File: src/rtl/csr_file.sv
// Machine-mode CSR file and trap unit for the RV32I 3-stage pipeline (execute/writeback stage).
// Define CSR_VECTORED_EN to make mtvec.MODE writable and enable vectored interrupt entry.
module csr_file #(
    parameter logic [31:0] RESET_MTVEC = 32'h0000_0000,
    parameter int          HART_ID     = 0
) (
    input  logic        clk,
    input  logic        rst,
    input  logic        instr_valid,
    input  logic        csr_reg_wr,
    input  logic        csr_reg_rd,
    input  logic [2:0]  funct3,
    input  logic [11:0] csr_addr,
    input  logic [4:0]  rs1_zimm,
    input  logic [31:0] rs1_data,
    input  logic [31:0] pc,
    input  logic        is_mret,
    input  logic        timer_irq,
    input  logic        ext_irq,
    output logic [31:0] csr_rdata,
    output logic        epc_taken,
    output logic [31:0] epc
);
    localparam logic [11:0] A_MSTATUS  = 12'h300;
    localparam logic [11:0] A_MIE      = 12'h304;
    localparam logic [11:0] A_MTVEC    = 12'h305;
    localparam logic [11:0] A_MSCRATCH = 12'h340;
    localparam logic [11:0] A_MEPC     = 12'h341;
    localparam logic [11:0] A_MCAUSE   = 12'h342;
    localparam logic [11:0] A_MIP      = 12'h344;
    localparam logic [11:0] A_MCYCLE   = 12'hB00;
    localparam logic [11:0] A_MCYCLEH  = 12'hB80;

    logic        r_mstatus_mie;
    logic        r_mstatus_mpie;
    logic        r_mie_mtie;
    logic        r_mie_meie;
    logic [29:0] r_mtvec_base;
    logic [31:0] r_mscratch;
    logic [29:0] r_mepc;
    logic [31:0] r_mcause;
    logic        r_mip_mtip;
    logic        r_mip_meip;
    logic [63:0] r_mcycle;

    logic [1:0]  w_mtvec_mode;
    logic [31:0] w_old;
    logic [31:0] w_src;
    logic [31:0] w_new;
    logic        w_do_op;
    logic        w_wr;
    logic        w_ext_pend;
    logic        w_tmr_pend;
    logic        w_irq_take;
    logic [4:0]  w_cause;
    logic        w_mret;
    logic [31:0] w_trap_pc;
    logic        w_unused;

    // HART_ID is reserved and has no visible effect in this revision.
    assign w_unused = ^HART_ID;

`ifdef CSR_VECTORED_EN
    logic [1:0] r_mtvec_mode;

    always_ff @(posedge clk or posedge rst) begin
        if (rst) begin
            r_mtvec_mode <= (RESET_MTVEC[1:0] == 2'b01) ? 2'b01 : 2'b00;
        end else if (w_wr && csr_addr == A_MTVEC) begin
            r_mtvec_mode <= (w_new[1:0] == 2'b01) ? 2'b01 : 2'b00;
        end
    end

    assign w_mtvec_mode = r_mtvec_mode;
`else
    assign w_mtvec_mode = 2'b00;
`endif

    always_comb begin
        w_old = 32'h0;
        case (csr_addr)
            A_MSTATUS:  w_old = {24'h0, r_mstatus_mpie, 3'b000, r_mstatus_mie, 3'b000};
            A_MIE:      w_old = {20'h0, r_mie_meie, 3'b000, r_mie_mtie, 7'h00};
            A_MTVEC:    w_old = {r_mtvec_base, w_mtvec_mode};
            A_MSCRATCH: w_old = r_mscratch;
            A_MEPC:     w_old = {r_mepc, 2'b00};
            A_MCAUSE:   w_old = r_mcause;
            A_MIP:      w_old = {20'h0, r_mip_meip, 3'b000, r_mip_mtip, 7'h00};
            A_MCYCLE:   w_old = r_mcycle[31:0];
            A_MCYCLEH:  w_old = r_mcycle[63:32];
            default:    w_old = 32'h0;
        endcase
    end

    // funct3[2] selects the zimm form; set/clear with a zero rs1/zimm field is a pure read.
    assign w_src   = funct3[2] ? {27'h0, rs1_zimm} : rs1_data;
    assign w_do_op = (funct3[1:0] != 2'b00) && !(funct3[1] && rs1_zimm == 5'd0);

    always_comb begin
        w_new = w_old;
        case (funct3[1:0])
            2'b01:   w_new = w_src;
            2'b10:   w_new = w_old | w_src;
            2'b11:   w_new = w_old & ~w_src;
            default: w_new = w_old;
        endcase
    end

    assign w_ext_pend = r_mie_meie & r_mip_meip;
    assign w_tmr_pend = r_mie_mtie & r_mip_mtip;
    assign w_irq_take = instr_valid && r_mstatus_mie && (w_ext_pend || w_tmr_pend);
    assign w_cause    = w_ext_pend ? 5'd11 : 5'd7;
    assign w_mret     = is_mret && instr_valid && !w_irq_take;
    assign w_wr       = csr_reg_wr && instr_valid && w_do_op && !w_irq_take;
    assign w_trap_pc  = {r_mtvec_base, 2'b00} +
                        ((w_mtvec_mode == 2'b01) ? {25'h0, w_cause, 2'b00} : 32'h0);

    // Outputs are forced quiet while reset is held so a pending redirect is dropped at once.
    always_comb begin
        epc_taken = 1'b0;
        epc       = 32'h0;
        if (!rst) begin
            if (w_irq_take) begin
                epc_taken = 1'b1;
                epc       = w_trap_pc;
            end else if (w_mret) begin
                epc_taken = 1'b1;
                epc       = {r_mepc, 2'b00};
            end
        end
    end

    assign csr_rdata = (!rst && csr_reg_rd && instr_valid) ? w_old : 32'h0;

    always_ff @(posedge clk or posedge rst) begin
        if (rst) begin
            r_mstatus_mie  <= 1'b0;
            r_mstatus_mpie <= 1'b0;
            r_mie_mtie     <= 1'b0;
            r_mie_meie     <= 1'b0;
            r_mtvec_base   <= RESET_MTVEC[31:2];
            r_mscratch     <= 32'h0;
            r_mepc         <= 30'h0;
            r_mcause       <= 32'h0;
            r_mip_mtip     <= 1'b0;
            r_mip_meip     <= 1'b0;
            r_mcycle       <= 64'h0;
        end else begin
            r_mip_mtip <= timer_irq;
            r_mip_meip <= ext_irq;

            if (w_irq_take) begin
                r_mepc         <= pc[31:2];
                r_mcause       <= {1'b1, 26'h0, w_cause};
                r_mstatus_mpie <= r_mstatus_mie;
                r_mstatus_mie  <= 1'b0;
            end else begin
                if (w_wr) begin
                    case (csr_addr)
                        A_MSTATUS: begin
                            r_mstatus_mie  <= w_new[3];
                            r_mstatus_mpie <= w_new[7];
                        end
                        A_MIE: begin
                            r_mie_mtie <= w_new[7];
                            r_mie_meie <= w_new[11];
                        end
                        A_MTVEC:    r_mtvec_base <= w_new[31:2];
                        A_MSCRATCH: r_mscratch   <= w_new;
                        A_MEPC:     r_mepc       <= w_new[31:2];
                        A_MCAUSE:   r_mcause     <= w_new;
                        default:    ;
                    endcase
                end
                if (w_mret) begin
                    r_mstatus_mie  <= r_mstatus_mpie;
                    r_mstatus_mpie <= 1'b1;
                end
            end

            // A write to either half replaces that half and suppresses the count for the cycle.
            if (w_wr && csr_addr == A_MCYCLE) begin
                r_mcycle[31:0] <= w_new;
            end else if (w_wr && csr_addr == A_MCYCLEH) begin
                r_mcycle[63:32] <= w_new;
            end else begin
                r_mcycle <= r_mcycle + 64'd1;
            end
        end
    end

endmodule
File: config.mk
export PLATFORM = sky130hd
export DESIGN_NAME = csr_file
export DESIGN_NICKNAME = d
export VERILOG_FILES = /design/src/rtl/csr_file.sv
export SDC_FILE = /design/constraint.sdc
export NUM_CORES = 1
export LEC_CHECK = 0
export BUFFER_PORTS_ARGS = -buffer_cell sky130_fd_sc_hd__buf_4
export CAP_MARGIN = 20
export CORE_ASPECT_RATIO = 0.5
export CORE_UTILIZATION = 30
export CTS_CLUSTER_DIAMETER = 150
export CTS_CLUSTER_SIZE = 40
export DETAILED_ROUTE_END_ITERATION = 10
export GPL_TIMING_DRIVEN = 0
export RECOVER_POWER = 50
export REMOVE_ABC_BUFFERS = 1
export SYNTH_ARGS = -nofsm -noshare
export SYNTH_HDL_FRONTEND = slang
export SYNTH_SLANG_ARGS = --single-unit
File: constraint.sdc
create_clock -name clk -period 5.8 [get_ports clk]
set_input_delay 0 -clock clk [delete_from_list [all_inputs] [get_ports clk]]
set_output_delay 0 -clock clk [all_outputs]
set_load 0.01 [all_outputs]
==> metrics.txt <==
main combinational cell family by area after synthesis compound AO/OA/AOI/OAI gates; top layer used by detailed routing met4; violations in the final reports capacitance limit, slew limit; Core Box Area 42110 µm²; most common library cell in the layout ignoring fill and taps nand2_1; drt drc 0; portion of the clock cycle consumed by the worst path in the final layout 0.7201; reg-to-reg critical path startpoint r_mcycle[8]; fill cell count 4355; Critical Path Slowest Stage Cell nor2_1; count of clock tree sinks 194; WS Path Type in2reg; Relative slew margins -0.4902; CP Data Arrival Time 4.58 ns; clock latency on the worst-skew pair 0.47 ns; post-route setup TNS 0 ns; number of buffers inserted during clock tree synthesis 17; maximum operating frequency 239.4 MHz; height of the chip 148.3 µm; Layout Nets 1770; worst hold path class in2reg; internal power 2.426 mW; wire per inst 23.31 µm; final slew viol count 118; number of synthesis warnings 0; Post-synth top flop dfrtp_1; Worst path max stage delay 0.98 ns; Worst Setup SP csr_addr[7]; effective utilization at floorplan 0.3050; Die X 294.6 µm; capturing point of the worst reg2reg path r_mcycle[59]; post-synthesis register bit count 194; commonest non-fill, non-tap cells in the layout nand2_1 (214), dfrtp_1 (194), o21ai_0 (140), buf_4 (128), nor2_1 (100); Mapped Cells 1562; crit path launch type input pin; per-instance average area after synthesis 8.222 µm²; worst vdd rail ir drop 0.0001831 V; number of antenna violations at the first check in global routing 0; RSZ-0062 raised after global routing no; number of enable-type register cells in the synthesized netlist 0; area added between synthesis and finish 22.15%; # Post-CTS Setup Buffers 0; Cell Area, Synth 12840 µm²; wire length of the first global-routing pass 79.65 mm; depth of the worst register-to-register path 6; number of DRC markers after the initial detailed-route iteration 1822; family with the most delay on the worst path simple AND/OR/NAND/NOR gates; CP Buf/Inv Count 3; Clock Path Buffers 2; result of the run finished, violations left; total power density per cell area 220.8 nW/µm²; final non-filler cell total 2266; adder-cell share of the synthesized area 0.0009743; clk slew on worst S/H paths 0.07 ns; count of final hold-check violations 0; post-synthesis share of cell area spent on and, or, nand and nor gates 0.2305; fraction of the yosys area taken by sequential cells 0.3780; Die Area 43690 µm²; Hold Crit Start instr_valid; register share of total power 0.451; number of placed instances, taps included 2194; compound-cell area share of the yosys netlist 0.2800; count of maximum capacitance violations 2; Layout Cell Area excl Fill 15690 µm²; row count 53; Met3 Wirelength 4.981 mm; DP Wirelength 36.88 mm; All-Layer GR Usage 0.2403; sequential cell area in the final layout 4855 µm²; worst-margin pin slew 2.235 ns; fraction of synthesized cell area in xor and xnor cells 0.02114; first-pass iteration count of the detailed router 6; data required time of the critical path 6.21 ns; CTS tree built; maximum number of pins on one net before global-route repair 113; FFs w/ async S/R, synth 1.000; destination of the worst hold path r_mstatus_mpie; Antenna Cells 0; multiplexer area fraction after synthesis 0.03790; vias after detailed routing 13760; CP cell instances buf_4, or4_1, nor3_4, buf_8, nand2_1, nor2_1, a31o_2, dlygate4sd3_1; Pwr Total 3.463 mW; maximum fanout count along the critical path 44; FF-to-FF setup slack 2.19 ns; total congestion overflow 0; worst hold path depth 3; detailed route wirelength on metal2 23.42 mm; routed wire length 52.83 mm; setup clock skew after layout 0.01143 ns; category of the worst setup path capture point register; fraction of power consumed by combinational cells 0.171; Leak 6.093 nW; Netlist cell types 79; cell area reported after detailed placement 14790 µm²; switching power 1.038 mW; Clock Tree Root clkbuf_16; fin crit period 4.177 ns; Vias/cell 6.073; wire length on met1 23.05 mm; weighted congestion at the end of routability-driven global placement 0.9608; number of I/O port buffers 152; total area of multi-input combinational cells 7465 µm²; share of cells above drive strength 1 0.1522; number of antenna-violating nets in the routed design 0; CTS H-tree depth 4; part of the power in the clock network 0.377; switching fraction of total power 0.2996; top-level port count 157; Final setup viols 0; number of global-route vias before repair 12650
[cell families (layout without fill, tap and decap cells)]
kind of cell	count (synthesis)	in the layout
muxes	47	47
AOI/OAI and AO/OA	541	541
buffers and inverters	152	278
other	1	2
adders and majority gates	1	1
and+or+nand+nor	595	595
xor gates and xnor gates	31	31
DFF	194	194
[worst max path at each step]
stage | endpoint | slack (ns) | depth (start not counted)
floorplan | csr_rdata[10] | -0.91 | 3
global placement | csr_rdata[22] | -5.43 | 5
detailed placement | r_mepc[7] | 1.80 | 7
CTS | r_mepc[6] | 1.78 | 8
global route | r_mcause[12] | 1.10 | 4
finish | r_mepc[7] | 1.62 | 8
[cells in the mapped netlist (21+ instances only)]
library cell	number	area [µm²]
nand2_1	216	810.8
dfrtp_1	194	4855
o21ai_0	140	700.7
nor2_1	102	382.9
a21oi_1	99	495.5
clkbuf_1	80	300.3
a22oi_1	57	427.9
nand3_1	46	230.2
a31oi_1	45	281.5
nor4_1	42	262.8
mux2i_1	34	340.3
nor3_1	31	155.2
nand4_1	30	187.7
buf_2	27	135.1
nor2b_1	23	143.9
a221oi_1	22	192.7
inv_1	22	82.58
xnor2_1	21	183.9
[power by group through the flow]
stage,Combinational [mW],Clock [mW],Sequential [mW]
4_1_cts,0.592,1.31,1.56
3_3_place_gp,0.524,0,1.58
3_5_place_dp,0.554,0,1.58
5_1_grt,0.640,1.37,1.57
2_1_floorplan,0.316,0,1.55
6_report,0.594,1.31,1.56
[worst min-delay path, delay by kind of cell]
kind | cells | cell delay, ns
buf+inv | 1 | 0.12
compound gates | 2 | 0.33
[area by class of cell]
| class | instances | share of cell area |
|---|---|---|
| Clock buffer | 18 | 0.02800 |
| Clock inverter | 13 | 0.01188 |
| Inverter | 22 | 0.005743 |
| Multi-Input combinational cell | 1217 | 0.4759 |
| Sequential cell | 194 | 0.3095 |
| Tap cell | 577 | 0.04602 |
| Timing Repair Buffer | 225 | 0.1230 |
[registers in the layout, indices dropped and copies added, names as in the netlist]
signal and cells:
r_mstatus_mpie 1, r_mepc 30, r_mstatus_mie 1, r_mtvec_base 30, r_mie_mtie 1, r_mscratch 32, r_mcycle 64, r_mip_mtip 1
r_mip_meip 1, r_mcause 32, r_mie_meie 1
[through the flow]
step | setup WS [ns] | utilization | hold WS [ns]
4_1_cts | 1.777 | 0.3755 | 0.007044
3_5_place_dp | 1.803 | 0.3512 | 0.1106
3_3_place_gp | -5.431 | 0.3357 | 0.1122
2_1_floorplan | -0.9130 | - | 0.03143
5_1_grt | 1.102 | 0.3725 | 0.03394
6_report | 1.623 | 0.3725 | 0.01897
[layer usage]
| metal | GRT usage | up-vias |
|---|---|---|
| met2 | 0.3621 | 761 |
| met3 | 0.05111 | 90 |
| met4 | 0.08411 | 0 |
| met5 | 0 | - |
| met1 | 0.3389 | 6801 |
| li1 | - | 6109 |
[timing repair]
item | CTS | global route
hold buffers | 40 | 0
endpoints found under the hold margin | 107 | 0
resized for setup | 0 | 0
No activity file was read; power rests on OpenSTA's default activity.
